**src/rtl/pipelined_csa_adder.sv**
```systemverilog
// Two-stage pipelined carry-select adder/subtractor with valid/ready handshake.
// Stage 1 forms per-block speculative sums; stage 2 resolves carries by mux chain.
module pipelined_csa_adder #(
  parameter int unsigned WIDTH = 64,
  parameter int unsigned BLOCK = 16
) (
  input  logic             clk,
  input  logic             rst,
  input  logic             in_valid,
  output logic             in_ready,
  input  logic [WIDTH-1:0] a,
  input  logic [WIDTH-1:0] b,
  input  logic             c_in,
  input  logic             sub,
  output logic             out_valid,
  input  logic             out_ready,
  output logic [WIDTH-1:0] sum,
  output logic             c_out,
  output logic             ovf
);

  localparam int unsigned NBLK = WIDTH / BLOCK;
  // Upper-block storage keeps one dummy entry so NBLK=1 still elaborates
  localparam int unsigned NUP  = (NBLK > 1) ? NBLK - 1 : 1;

  logic                        s2_adv, s1_adv;
  logic [WIDTH-1:0]            bx;
  logic                        cx;

  logic [BLOCK-1:0]            blk0_sum_add;
  logic                        blk0_c_add;
  logic [NUP-1:0][BLOCK-1:0]   up_sum0_add, up_sum1_add;
  logic [NUP-1:0]              up_c0_add, up_c1_add;

  logic                        s1_valid_d, s1_valid_q;
  logic [BLOCK-1:0]            blk0_sum_d, blk0_sum_q;
  logic                        blk0_c_d, blk0_c_q;
  logic [NUP-1:0][BLOCK-1:0]   up_sum0_d, up_sum0_q, up_sum1_d, up_sum1_q;
  logic [NUP-1:0]              up_c0_d, up_c0_q, up_c1_d, up_c1_q;
  logic                        a_msb_d, a_msb_q, bx_msb_d, bx_msb_q;

  logic [WIDTH-1:0]            res_sum;
  logic                        res_c, res_ovf, chain_c;

  logic                        out_valid_d, out_valid_q;
  logic [WIDTH-1:0]            sum_d, sum_q;
  logic                        c_out_d, c_out_q, ovf_d, ovf_q;

  assign s2_adv   = !out_valid_q || out_ready;
  assign s1_adv   = !s1_valid_q || s2_adv;
  assign in_ready = s1_adv;

  always_comb begin
    bx = sub ? ~b : b;
    cx = sub | c_in;
    {blk0_c_add, blk0_sum_add} = {1'b0, a[BLOCK-1:0]} + {1'b0, bx[BLOCK-1:0]}
                                 + {{BLOCK{1'b0}}, cx};
    up_sum0_add = '0;
    up_sum1_add = '0;
    up_c0_add   = '0;
    up_c1_add   = '0;
    for (int unsigned k = 1; k < NBLK; k++) begin
      {up_c0_add[k-1], up_sum0_add[k-1]} = {1'b0, a[k*BLOCK +: BLOCK]}
                                           + {1'b0, bx[k*BLOCK +: BLOCK]};
      {up_c1_add[k-1], up_sum1_add[k-1]} = {1'b0, a[k*BLOCK +: BLOCK]}
                                           + {1'b0, bx[k*BLOCK +: BLOCK]}
                                           + {{BLOCK{1'b0}}, 1'b1};
    end
  end

  always_comb begin
    s1_valid_d = s1_valid_q;
    blk0_sum_d = blk0_sum_q;
    blk0_c_d   = blk0_c_q;
    up_sum0_d  = up_sum0_q;
    up_sum1_d  = up_sum1_q;
    up_c0_d    = up_c0_q;
    up_c1_d    = up_c1_q;
    a_msb_d    = a_msb_q;
    bx_msb_d   = bx_msb_q;
    if (s1_adv) begin
      s1_valid_d = in_valid;
      if (in_valid) begin
        blk0_sum_d = blk0_sum_add;
        blk0_c_d   = blk0_c_add;
        up_sum0_d  = up_sum0_add;
        up_sum1_d  = up_sum1_add;
        up_c0_d    = up_c0_add;
        up_c1_d    = up_c1_add;
        a_msb_d    = a[WIDTH-1];
        bx_msb_d   = bx[WIDTH-1];
      end
    end
  end

  // Carry resolution: each block picks its speculative pair from the carry below
  always_comb begin
    res_sum             = '0;
    res_sum[BLOCK-1:0]  = blk0_sum_q;
    chain_c             = blk0_c_q;
    for (int unsigned k = 1; k < NBLK; k++) begin
      if (chain_c) begin
        res_sum[k*BLOCK +: BLOCK] = up_sum1_q[k-1];
        chain_c                   = up_c1_q[k-1];
      end else begin
        res_sum[k*BLOCK +: BLOCK] = up_sum0_q[k-1];
        chain_c                   = up_c0_q[k-1];
      end
    end
    res_c   = chain_c;
    res_ovf = (a_msb_q == bx_msb_q) && (res_sum[WIDTH-1] != a_msb_q);
  end

  always_comb begin
    out_valid_d = out_valid_q;
    sum_d       = sum_q;
    c_out_d     = c_out_q;
    ovf_d       = ovf_q;
    if (s2_adv) begin
      out_valid_d = s1_valid_q;
      sum_d       = res_sum;
      c_out_d     = res_c;
      ovf_d       = res_ovf;
    end
  end

  always_ff @(posedge clk or posedge rst) begin
    if (rst) begin
      s1_valid_q  <= 1'b0;
      blk0_sum_q  <= '0;
      blk0_c_q    <= 1'b0;
      up_sum0_q   <= '0;
      up_sum1_q   <= '0;
      up_c0_q     <= '0;
      up_c1_q     <= '0;
      a_msb_q     <= 1'b0;
      bx_msb_q    <= 1'b0;
      out_valid_q <= 1'b0;
      sum_q       <= '0;
      c_out_q     <= 1'b0;
      ovf_q       <= 1'b0;
    end else begin
      s1_valid_q  <= s1_valid_d;
      blk0_sum_q  <= blk0_sum_d;
      blk0_c_q    <= blk0_c_d;
      up_sum0_q   <= up_sum0_d;
      up_sum1_q   <= up_sum1_d;
      up_c0_q     <= up_c0_d;
      up_c1_q     <= up_c1_d;
      a_msb_q     <= a_msb_d;
      bx_msb_q    <= bx_msb_d;
      out_valid_q <= out_valid_d;
      sum_q       <= sum_d;
      c_out_q     <= c_out_d;
      ovf_q       <= ovf_d;
    end
  end

  assign out_valid = out_valid_q;
  assign sum       = sum_q;
  assign c_out     = c_out_q;
  assign ovf       = ovf_q;

endmodule

```
**config.mk**
```make
export PLATFORM = sky130hd
export DESIGN_NAME = pipelined_csa_adder
export DESIGN_NICKNAME = d
export VERILOG_FILES = /design/src/rtl/pipelined_csa_adder.sv
export SDC_FILE = /design/constraint.sdc
export NUM_CORES = 1
export LEC_CHECK = 0
export CAP_MARGIN = 5
export CORE_MARGIN = 5
export CORE_UTILIZATION = 44
export DETAILED_ROUTE_END_ITERATION = 8
export GPL_ROUTABILITY_DRIVEN = 0
export GPL_TIMING_DRIVEN = 0
export PLACE_DENSITY = 0.74
export SYNTH_ARGS = -nofsm -noshare
export SYNTH_HDL_FRONTEND = slang
export SYNTH_SLANG_ARGS = --single-unit
```
**constraint.sdc**
```tcl
create_clock -name clk -period 6.75 [get_ports clk]
set_input_delay 1.35 -clock clk [delete_from_list [all_inputs] [get_ports clk]]
set_output_delay 1.35 -clock clk [all_outputs]
set_load 0.01 [all_outputs]
```
==> results.tsv, run 1 <==
metric	value	unit
Crit Path Max Fanout	10	
TritonRoute pass-1 iters	5	
Initial Utilization	44.6	%
Slew HR	17.5	%
full die area	30600	sq um
CP max-delay cell	clkbuf_1	
leading cell type in the layout, fill and taps excluded	nand2_1	
post-synth cell types	65	
Avg WL per Cell	18.1	microns
Hold Crit Endpoint	sum[9]	
worst skew pair latency	0.44	ns
first-pass GRT wire length	55200	microns
Min Clock Period, post-route	6.40	ns
clk slew on worst S/H paths	0.07	ns
CP arrival	6.68	ns
area leader, netlist	dfrtp_1	
status	complete, no violations	
Synth area leaders	dfrtp_1 39%, nand2_1 9.2%, ha_1 7.7%, xor2_1 6.7%, o21ai_0 5.8%	
R2R setup slack	3.11	ns
nets	1789	
largest net degree at the start of global routing	97	
Clock Skews	0.0124	ns
post-synthesis mux area share	4.53	%
vias per inst	5.51	
Power Dens Cells	298	nW/um^2
Max Slew Vio Count	0	
Leak	6.72	nW
FMAX	0.156	GHz
yosys warns	0	
final worst path period share	94.7	%
# diodes	0	
CTS Hold Bufs	0	
RR Startpoint	blk0_c_q	
Compound-Gate Fraction of Synth Area	15.5	%
DRC violations left	0	
Root Driver	clkbuf_16	
post-synthesis sequential area ratio	39.5	%
Die X-Extent	175	microns
Post-CTS Setup Bufs	0	
Die H	175	microns
leading cell types in the layout, fill and taps excluded	293 x nand2_1, 201 x clkdlybuf4s50_1, 189 x dfrtp_1, 139 x o21ai_0, 92 x xor2_1	
Core ar.	26900	sq um
Worst Path Required	7.04	ns
Final Util	56.0	%
Worst Tran Pin Value	1.20	ns
worst flop-to-flop path endpoint	sum[53]	
Crit path largest cell delay	0.96	ns
largest family of logic cells by synthesized area	simple AND/OR/NAND/NOR gates	
HP Class	reg -> reg	
critical path cell sequence	clkdlybuf4s50_1 -> clkbuf_1 -> clkbuf_1 -> xor2_1 -> ha_1 -> a211oi_1 -> nor3b_1 -> nor2b_1 -> and3_1 -> nand3_1 -> nor4_1 -> a31o_2 -> a31oi_1	
CTS Buf Count	17	
num rows	60	
post-synthesis average cell area	8.84	sq um
cells after synthesis	1355	
Final Hold Viols	0	
Hold Startpoint	sum[9]	
Max Cap Viol	0	
peak supply drop	201	uV
total power	4.47	mW
I/O pin count	202	
Fin Setup TNS	0	ns
DRT iter0 DRCs	815	
cts repair resizes	0	
initial antenna violation count	0	
DR vias	10600	
post-route ant nets	0	
PortBufs	201	
simple-gate share of the synthesized area	19.1	%
Netlist Area Pre-Place	12000	sq um
fraction of layout instances using a drive strength above 1	3.15	%
RSZ-0062 raised after global routing	false	
Routed Wire Length	34900	microns
DPL Wire Length	26400	microns
FF-to-FF path depth	6	
adder-cell share of the synthesized area	8.57	%
worst hold path stage count	2	
commonest register cell after synthesis	dfrtp_1	
synthesized net count	1568	
CP endpoint kind	flip-flop	
xor/xnor share of the synthesized area	9.95	%
CTS H-Tree Depth	4	
Area growth syn-to-layout	25.6	%
Top cell by count, worst path	clkbuf_1	
number of flops mapped to enable cells by yosys	0	
register bit count reported by yosys	189	
area share of the largest cell type after synthesis	39.5	%
CTS Buffer Depth	2	
Final setup viols	0	
FFs w/ async S/R, synth	100	%
Clock Sinks	189	
gr ovfl total	0	
CTS tree	built	
Worst setup SP type	input pin	
crit path kind	in -> reg	
number of global-route vias before repair	10400	
total track usage	22.5	%
power by group:
group	internal, mW	switching, mW	leakage [nW]	total, mW
registers	1.48	0.202	2.29	1.68
clock network	0.569	0.456	0.288	1.03
logic	0.819	0.949	4.14	1.77
cells in the mapped netlist (3+ instances only):
cell	count
a2111oi_0	5
a211o_1	3
a211oi_1	7
a21boi_0	5
a21o_1	17
a21oi_1	42
a31o_2	4
a31oi_1	15
and2_1	13
and3_1	9
buf_1	6
clkbuf_1	46
dfrtp_1	189
fa_1	5
ha_1	74
inv_1	35
mux2i_1	52
nand2_1	293
nand2b_1	13
nand3_1	24
nand3b_1	5
nand4_1	8
nor2_1	58
nor2b_1	11
nor3_1	24
nor3b_1	8
nor4_1	8
nor4b_1	3
o211a_1	3
o211ai_1	11
o21a_1	8
o21ai_0	139
o21bai_1	7
o311a_1	5
o311ai_0	3
o31ai_1	9
or2_2	3
or3_1	13
or4_1	5
xnor2_1	44
xor2_1	92
per-stage QoR:
step                      instance area, sq um  hold slack (ns)  setup slack (ns)  std cells
after floorplan                          12000            0.435             0.258       1355
after global placement                   14400            0.442             -2.14       1897
after detailed placement                 14400            0.456           -0.0272       1898
after CTS                                15000            0.474             0.400       1930
after global routing                     15000            0.479            0.0219       1930
final                                    15000            0.468             0.355       1930
cell type report:
cell class / count / area [sq um]
Buffer: 54 / 205
Clock buffer: 20 / 457
Clock inverter: 12 / 134
Fill cell: 2411 / 11800
Inverter: 35 / 139
Multi-Input combinational cell: 1077 / 6910
Sequential cell: 189 / 4730
Tap cell: 341 / 427
Timing Repair Buffer: 202 / 2040
worst max-delay path: cells and delay by family:
| family | cells | cell delay [ns] |
|---|---|---|
| AOI/OAI and AO/OA | 3 | 1.04 |
| and+or+nand+nor | 5 | 1.75 |
| buffers and inverters | 3 | 2.08 |
| adders and majority gates | 1 | 0.26 |
| xor gates and xnor gates | 1 | 0.17 |
layer usage:
layer | GRT usage [%] | vias up | share of wire [%]
met5 | 0 | - | 0
met4 | 5.43 | 0 | 2.0
met3 | 6.21 | 46 | 8.0
met2 | 36.4 | 320 | 46
met1 | 30.0 | 5131 | 44
li1 | - | 5143 | -
kinds of logic (layout without fill, tap and decap cells):
logic type,Yosys count,in the layout
fa+ha+maj,79,79
flops,189,189
simple gates,506,506
buf+inv,89,323
mux,54,54
compound gates,302,302
xor+xnor,136,136
sequential cells by signal, indices dropped and copies added, names as in the netlist:
signal and cells:
c_out 1, up_c0_q 3, ovf 1, a_msb_q 1, sum 64, out_valid 1, s1_valid_q 1, bx_msb_q 1
up_sum0_q 48, up_c1_q 3, blk0_sum_q 16, blk0_c_q 1, up_sum1_q 48
how the worst max path moves through the flow:
stage                     from       endpoint  slack, ns
after global routing       sub  up_sum1_q[31]       0.02
after CTS                  sub  up_sum1_q[31]       0.40
after detailed placement   sub  up_sum1_q[31]      -0.03
after floorplan            rst        a_msb_q       0.26
after global placement     rst        sum[16]      -2.14
final                      sub  up_sum1_q[31]       0.35
(Power assumes the default switching activity.)
==> run 2: changes to the inputs <==
- CORE_MARGIN: 5 -> not set
- REMOVE_ABC_BUFFERS: not set -> 1
==> run 2 against run 1 <==
Clock skew grew 0.0039 ns. Worst setup slack better by 1.4 ns. Die area down 8.9%. Clock power fell by 5%. Critical path type unchanged. Cell count fell by 2.3%. Cell area about the same. First-iteration DRC count fell by 32%. Critical path depth up 1. Register-to-register slack improved by 0.30 ns.
==> results.tsv, run 2 (synthesized netlist as in run 1, its figures left out) <==
metric	value	unit	change
beginning of the critical path	sub		unchanged
Crit Path Max Fanout	34		was 10
TritonRoute pass-1 iters	5		unchanged
FMAX	0.201	GHz	was 0.156 GHz
CP max-delay cell	or3_1		was clkbuf_1
CP arrival	5.29	ns	was 6.68 ns
CP endpoint kind	flip-flop		unchanged
CTS tree	built		unchanged
post-place setup slack	1.32	ns	was -0.0272 ns
num rows	60		unchanged
Pint	2.82	mW	was 2.87 mW
first-pass GRT wire length	45300	microns	was 55,200 microns
Die X-Extent	167	microns	was 175 microns
fraction of layout instances using a drive strength above 1	4.08	%	was 3.15%
Area growth syn-to-layout	25.6	%	about the same
Core ar.	26800	sq um	was 26,900 sq um
peak supply drop	149	uV	was 201 uV
Final Hold Viols	0		unchanged
# diodes	0		unchanged
Clock Sinks	189		unchanged
Worst setup SP type	input pin		unchanged
status	complete, no violations		unchanged
worst skew pair latency	0.43	ns	was 0.44 ns
Top delay family on crit path	compound AO/OA/AOI/OAI gates		was buffers and inverters
gr ovfl total	0		unchanged
Crit path largest cell delay	0.46	ns	was 0.96 ns
RR Startpoint	blk0_c_q		unchanged
largest net degree at the start of global routing	103		was 97
Final WS setup	1.77	ns	was 0.355 ns
CTS H-Tree Depth	4		unchanged
CTS Hold Bufs	0		unchanged
number of global-route vias before repair	9570		was 10,400
Hold Startpoint	blk0_sum_q[15]		was sum[9]
Logic pwr share	38.9	%	was 39.5%
cts repair resizes	0		unchanged
total track usage	19.6	%	was 22.5%
Sw Share	35.3	%	was 35.9%
max reg flops	64		unchanged
post-route ant nets	0		unchanged
worst hold slack	0.469	ns	was 0.468 ns
Worst Path Required	7.06	ns	was 7.04 ns
Min Clock Period, post-route	4.98	ns	was 6.40 ns
Avg WL per Cell	14.1	microns	was 18.1 microns
CTS Buffer Depth	2		unchanged
nets	1744		was 1,789
Clock Power Share	22.5	%	was 22.9%
full die area	27900	sq um	was 30,600 sq um
initial antenna violation count	0		unchanged
clk slew on worst S/H paths	0.08	ns	was 0.07 ns
Max Cap Viol	0		unchanged
Post-CTS Setup Bufs	0		unchanged
crit path kind	in -> reg		unchanged
leading cell type in the layout, fill and taps excluded	nand2_1		unchanged
vias per inst	5.26		was 5.51
DR vias	9908		was 10,600
Power Dens Cells	290	nW/um^2	was 298 nW/um^2
switching pwr	1.54	mW	was 1.61 mW
Root Driver	clkbuf_16		unchanged
Die H	167	microns	was 175 microns
Slew HR	25.7	%	was 17.5%
Worst Tran Pin Value	1.11	ns	was 1.20 ns
Routed Wire Length	26600	microns	was 34,900 microns
critical path cell sequence	buf_4 -> buf_12 -> xor2_1 -> ha_1 -> inv_1 -> fa_1 -> nand3b_1 -> a211o_1 -> o211a_1 -> o21bai_1 -> xnor2_1 -> or3_1 -> o311a_1 -> a221o_1		was clkdlybuf4s50_1 -> clkbuf_1 -> clkbuf_1 -> xor2_1 -> ha_1 -> a211oi_1 -> nor3b_1 -> nor2b_1 -> and3_1 -> nand3_1 -> nor4_1 -> a31o_2 -> a31oi_1
DPL Wire Length	19900	microns	was 26,400 microns
Crit path buffers/inverters	3		unchanged
CTS Buf Count	17		unchanged
Leak	6.74	nW	was 6.72 nW
PortBufs	201		unchanged
Layout fillers	2404		was 2,411
leading cell types in the layout, fill and taps excluded	292 x nand2_1, 200 x clkdlybuf4s50_1, 189 x dfrtp_1, 139 x o21ai_0, 92 x xor2_1		was 293 x nand2_1, 201 x clkdlybuf4s50_1, 189 x dfrtp_1, 139 x o21ai_0, 92 x xor2_1
I/O pin count	202		unchanged
Initial Utilization	44.7	%	was 44.6%
Final setup viols	0		unchanged
sequential power share	38.6	%	was 37.6%
HP Class	reg -> reg		unchanged
final worst path period share	73.8	%	was 94.7%
DRT iter0 DRCs	555		was 815
DRC violations left	0		unchanged
RSZ-0062 raised after global routing	false		unchanged
Clock Skews	0.0163	ns	was 0.0124 ns
Max Slew Vio Count	0		unchanged
[run 2: tightest hold or removal path, cell delays in order, from the launching register on]
cell	delay, ns
dfrtp_1	0.34
nand2_1	0.05
nand2_1	0.06
[run 2: final cells by class]
class	count	area (sq um)	area share (%)
well taps	341	427	2.84
clock inverters	13	121	0.807
clock buffers	19	453	3.01
multi-input cells	1077	6950	46.2
inverters	35	139	0.924
flip-flops and latches	189	4730	31.5
repair buffers	211	2220	14.7
[run 2: power by group through the flow]
| stage | registers [mW] | logic [mW] | clock network [mW] |
|---|---|---|---|
| after floorplan | 1.73 | 0.984 | 0 |
| after global placement | 1.69 | 1.66 | 0 |
| after detailed placement | 1.71 | 1.70 | 0 |
| after CTS | 1.69 | 1.71 | 1.01 |
| after global routing | 1.73 | 1.89 | 1.05 |
| final | 1.69 | 1.70 | 0.980 |
[run 2: worst paths after layout]
check	to	slack, ns	cells after the start
worst min-delay path	sum[15]	0.47	2
worst min register to register	sum[15]	0.47	2
worst max register to register	ovf	3.41	6
min in group asynchronous	sum[26]	1.43	2
max in group asynchronous	blk0_sum_q[3]	4.40	3
worst max-delay path	up_c1_q[2]	1.77	14
[run 2: routing by layer]
| layer | vias to the layer above | routed length, microns | track usage (%) |
|---|---|---|---|
| li1 | 5076 | - | - |
| met1 | 4636 | 12600 | 26.0 |
| met5 | - | 0 | 0 |
| met3 | 17 | 929 | 2.64 |
| met4 | 0 | 229 | 5.19 |
| met2 | 179 | 12800 | 33.5 |
[run 2: per-stage QoR]
stage	total power, mW	instance area, sq um	std cells	utilization [%]	setup TNS, ns
after global placement	3.35	14200	1843	53.0	-1165.92
after detailed placement	3.41	14500	1852	53.9	0
after floorplan	2.71	11800	1301	-	-176.34
final	4.36	15000	1885	56.1	0
after global routing	4.67	15000	1885	56.1	0
after CTS	4.41	15000	1884	56.1	0
==> run 3: changes to the inputs <==
- clock period: 6.75 -> 4.1 ns (I/O delays scaled with it)
==> run 3 against run 2 <==
Non-clock buffer count grew 5. Hold slack is essentially flat. Count of clock-buffer cells in the layout is the same. Routed wire length grew 2.7%. Total power grew 66%. Combinational power grew 68%. Via count grew 0.70%. Clock skew grew 0.0013 ns. Critical path depth shrank 1.
==> results.tsv, run 3 (synthesized netlist as in run 1, its figures left out) <==
metric	value	unit	change
Area growth syn-to-layout	27.3	%	was 25.6%
status	complete, no violations		unchanged
Core ar.	26800	sq um	unchanged
Max Slew Vio Count	0		unchanged
Pint	4.68	mW	was 2.82 mW
Fin Setup TNS	0	ns	unchanged
Min Clock Period, post-route	4.02	ns	
CP endpoint kind	flip-flop		unchanged
PortBufs	201		unchanged
Worst Path Required	4.40	ns	was 7.06 ns
DR vias	9977		was 9,908
CP max-delay cell	clkdlybuf4s50_1		was or3_1
final worst path period share	98.0	%	
Slew HR	25.2	%	was 25.7%
I/O pin count	202		unchanged
CTS tree	built		unchanged
Max Cap Viol	0		unchanged
largest net degree at the start of global routing	103		unchanged
Root Driver	clkbuf_16		unchanged
CTS Buffer Depth	2		unchanged
Sw Share	35.4	%	was 35.3%
Logic pwr share	39.4	%	was 38.9%
max reg flops	64		unchanged
Final Non-Filler Cells	1890		was 1,885
crit path kind	in -> reg		unchanged
HP Class	reg -> reg		unchanged
CP arrival	4.32	ns	was 5.29 ns
Worst Tran Pin Value	1.12	ns	was 1.11 ns
total track usage	19.8	%	was 19.6%
FMAX	0.249	GHz	
Leak	6.82	nW	was 6.74 nW
Register Area	4730	sq um	unchanged
fraction of layout instances using a drive strength above 1	5.49	%	was 4.08%
leading cell types in the layout, fill and taps excluded	292 x nand2_1, 200 x clkdlybuf4s50_1, 189 x dfrtp_1, 139 x o21ai_0, 90 x xor2_1		was 292 x nand2_1, 200 x clkdlybuf4s50_1, 189 x dfrtp_1, 139 x o21ai_0, 92 x xor2_1
# diodes	0		unchanged
TritonRoute pass-1 iters	4		was 5
peak supply drop	244	uV	was 149 uV
clk slew on worst S/H paths	0.08	ns	about the same
Final setup viols	0		unchanged
first-pass GRT wire length	45600	microns	was 45,300 microns
worst skew pair latency	0.43	ns	about the same
Avg WL per Cell	14.4	microns	was 14.1 microns
initial antenna violation count	0		unchanged
Routed Wire Length	27300	microns	was 26,600 microns
vias per inst	5.28		was 5.26
DRC violations left	0		unchanged
gr ovfl total	0		unchanged
dpl cells	1852		unchanged
DRT iter0 DRCs	602		was 555
Crit path largest cell delay	0.47	ns	was 0.46 ns
DPL Wire Length	19900	microns	unchanged
R2R setup slack	0.74	ns	was 3.41 ns
Crit Path Max Fanout	5		was 34
critical path cell sequence	clkdlybuf4s50_1 -> xor2_1 -> ha_2 -> inv_1 -> fa_2 -> nand3b_1 -> a211o_1 -> o211a_1 -> o21bai_2 -> xnor2_2 -> or3_4 -> o311a_1 -> a221o_1		was buf_4 -> buf_12 -> xor2_1 -> ha_1 -> inv_1 -> fa_1 -> nand3b_1 -> a211o_1 -> o211a_1 -> o21bai_1 -> xnor2_1 -> or3_1 -> o311a_1 -> a221o_1
Die X-Extent	167	microns	unchanged
full die area	27900	sq um	unchanged
switching pwr	2.57	mW	was 1.54 mW
Worst setup SP type	input pin		unchanged
number of global-route vias before repair	9590		was 9,570
post-route ant nets	0		unchanged
CTS Buf Count	17		unchanged
leading cell type in the layout, fill and taps excluded	nand2_1		unchanged
num rows	60		unchanged
CTS H-Tree Depth	4		unchanged
Power Dens Cells	475	nW/um^2	was 290 nW/um^2
Initial Utilization	44.7	%	unchanged
Multi-input gate area	7060	sq um	was 6950 sq um
FF-to-FF path depth	6		unchanged
Layout fillers	2373		was 2,404
Clock Sinks	189		unchanged
sequential power share	38.3	%	was 38.6%
Final Hold Viols	0		unchanged
worst hold path stage count	2		unchanged
Clock Skews	0.0176	ns	was 0.0163 ns
Final Util	56.9	%	was 56.1%
Clock Power Share	22.3	%	was 22.5%
Die H	167	microns	unchanged
nets	1749		was 1,744
run 3: worst max-delay path, delay by kind of cell:
kind	cells	cell delay, ns
simple gates	2	0.70
compound gates	5	1.43
xor+xnor	2	0.27
fa+ha+maj	2	0.57
buf+inv	2	0.52
run 3: cell type report:
cell class / count / share of cell area (%)
Clock buffer: 19 / 2.97
Clock inverter: 13 / 0.796
Inverter: 35 / 0.911
Multi-Input combinational cell: 1077 / 46.3
Sequential cell: 189 / 31.0
Tap cell: 341 / 2.80
Timing Repair Buffer: 216 / 15.2
run 3: power by group through the flow:
stage | logic, mW | clock network (mW) | registers, mW
after floorplan | 1.62 | 0 | 2.84
after global placement | 2.73 | 0 | 2.79
after detailed placement | 2.80 | 0 | 2.81
after CTS | 2.82 | 1.66 | 2.78
after global routing | 3.17 | 1.73 | 2.85
final | 2.85 | 1.61 | 2.77
run 3: per-stage QoR:
step                      worst slack [ns]  cell area [sq um]  hold WS (ns)  power, mW
after floorplan                      -4.06              11800         0.435       4.46
after global placement               -8.28              14200         0.448       5.51
final                               0.0822              15200         0.469       7.24
after CTS                          0.00776              15100         0.472       7.26
after detailed placement            -0.797              14500         0.456       5.61
after global routing              -0.00854              15200         0.493       7.75
run 3: final timing paths:
kind	from	endpoint
max reg2reg	blk0_c_q	ovf
min in group asynchronous	rst	sum[26]
min	blk0_sum_q[15]	sum[15]
max in group asynchronous	rst	blk0_sum_q[3]
min reg2reg	blk0_sum_q[15]	sum[15]
max	b[48]	up_c1_q[2]
run 3: timing repair:
action                                  4_1_cts  5_1_grt
hold buffers                                  0        0
resized for setup                             5       20
gates cloned                                  1        1
pin swaps                                     0        5
endpoints found under the setup margin       14       10
setup buffers                                 0        4
run 3: per-layer routing:
layer | wire, microns | vias up | track usage (%) | part of all wire [%]
li1 | - | 5084 | - | -
met1 | 12900 | 4696 | 26.3 | 47
met2 | 13200 | 182 | 34.0 | 48
met3 | 947 | 15 | 2.64 | 3.5
met4 | 211 | 0 | 5.19 | 0.77
met5 | 0 | - | 0 | 0
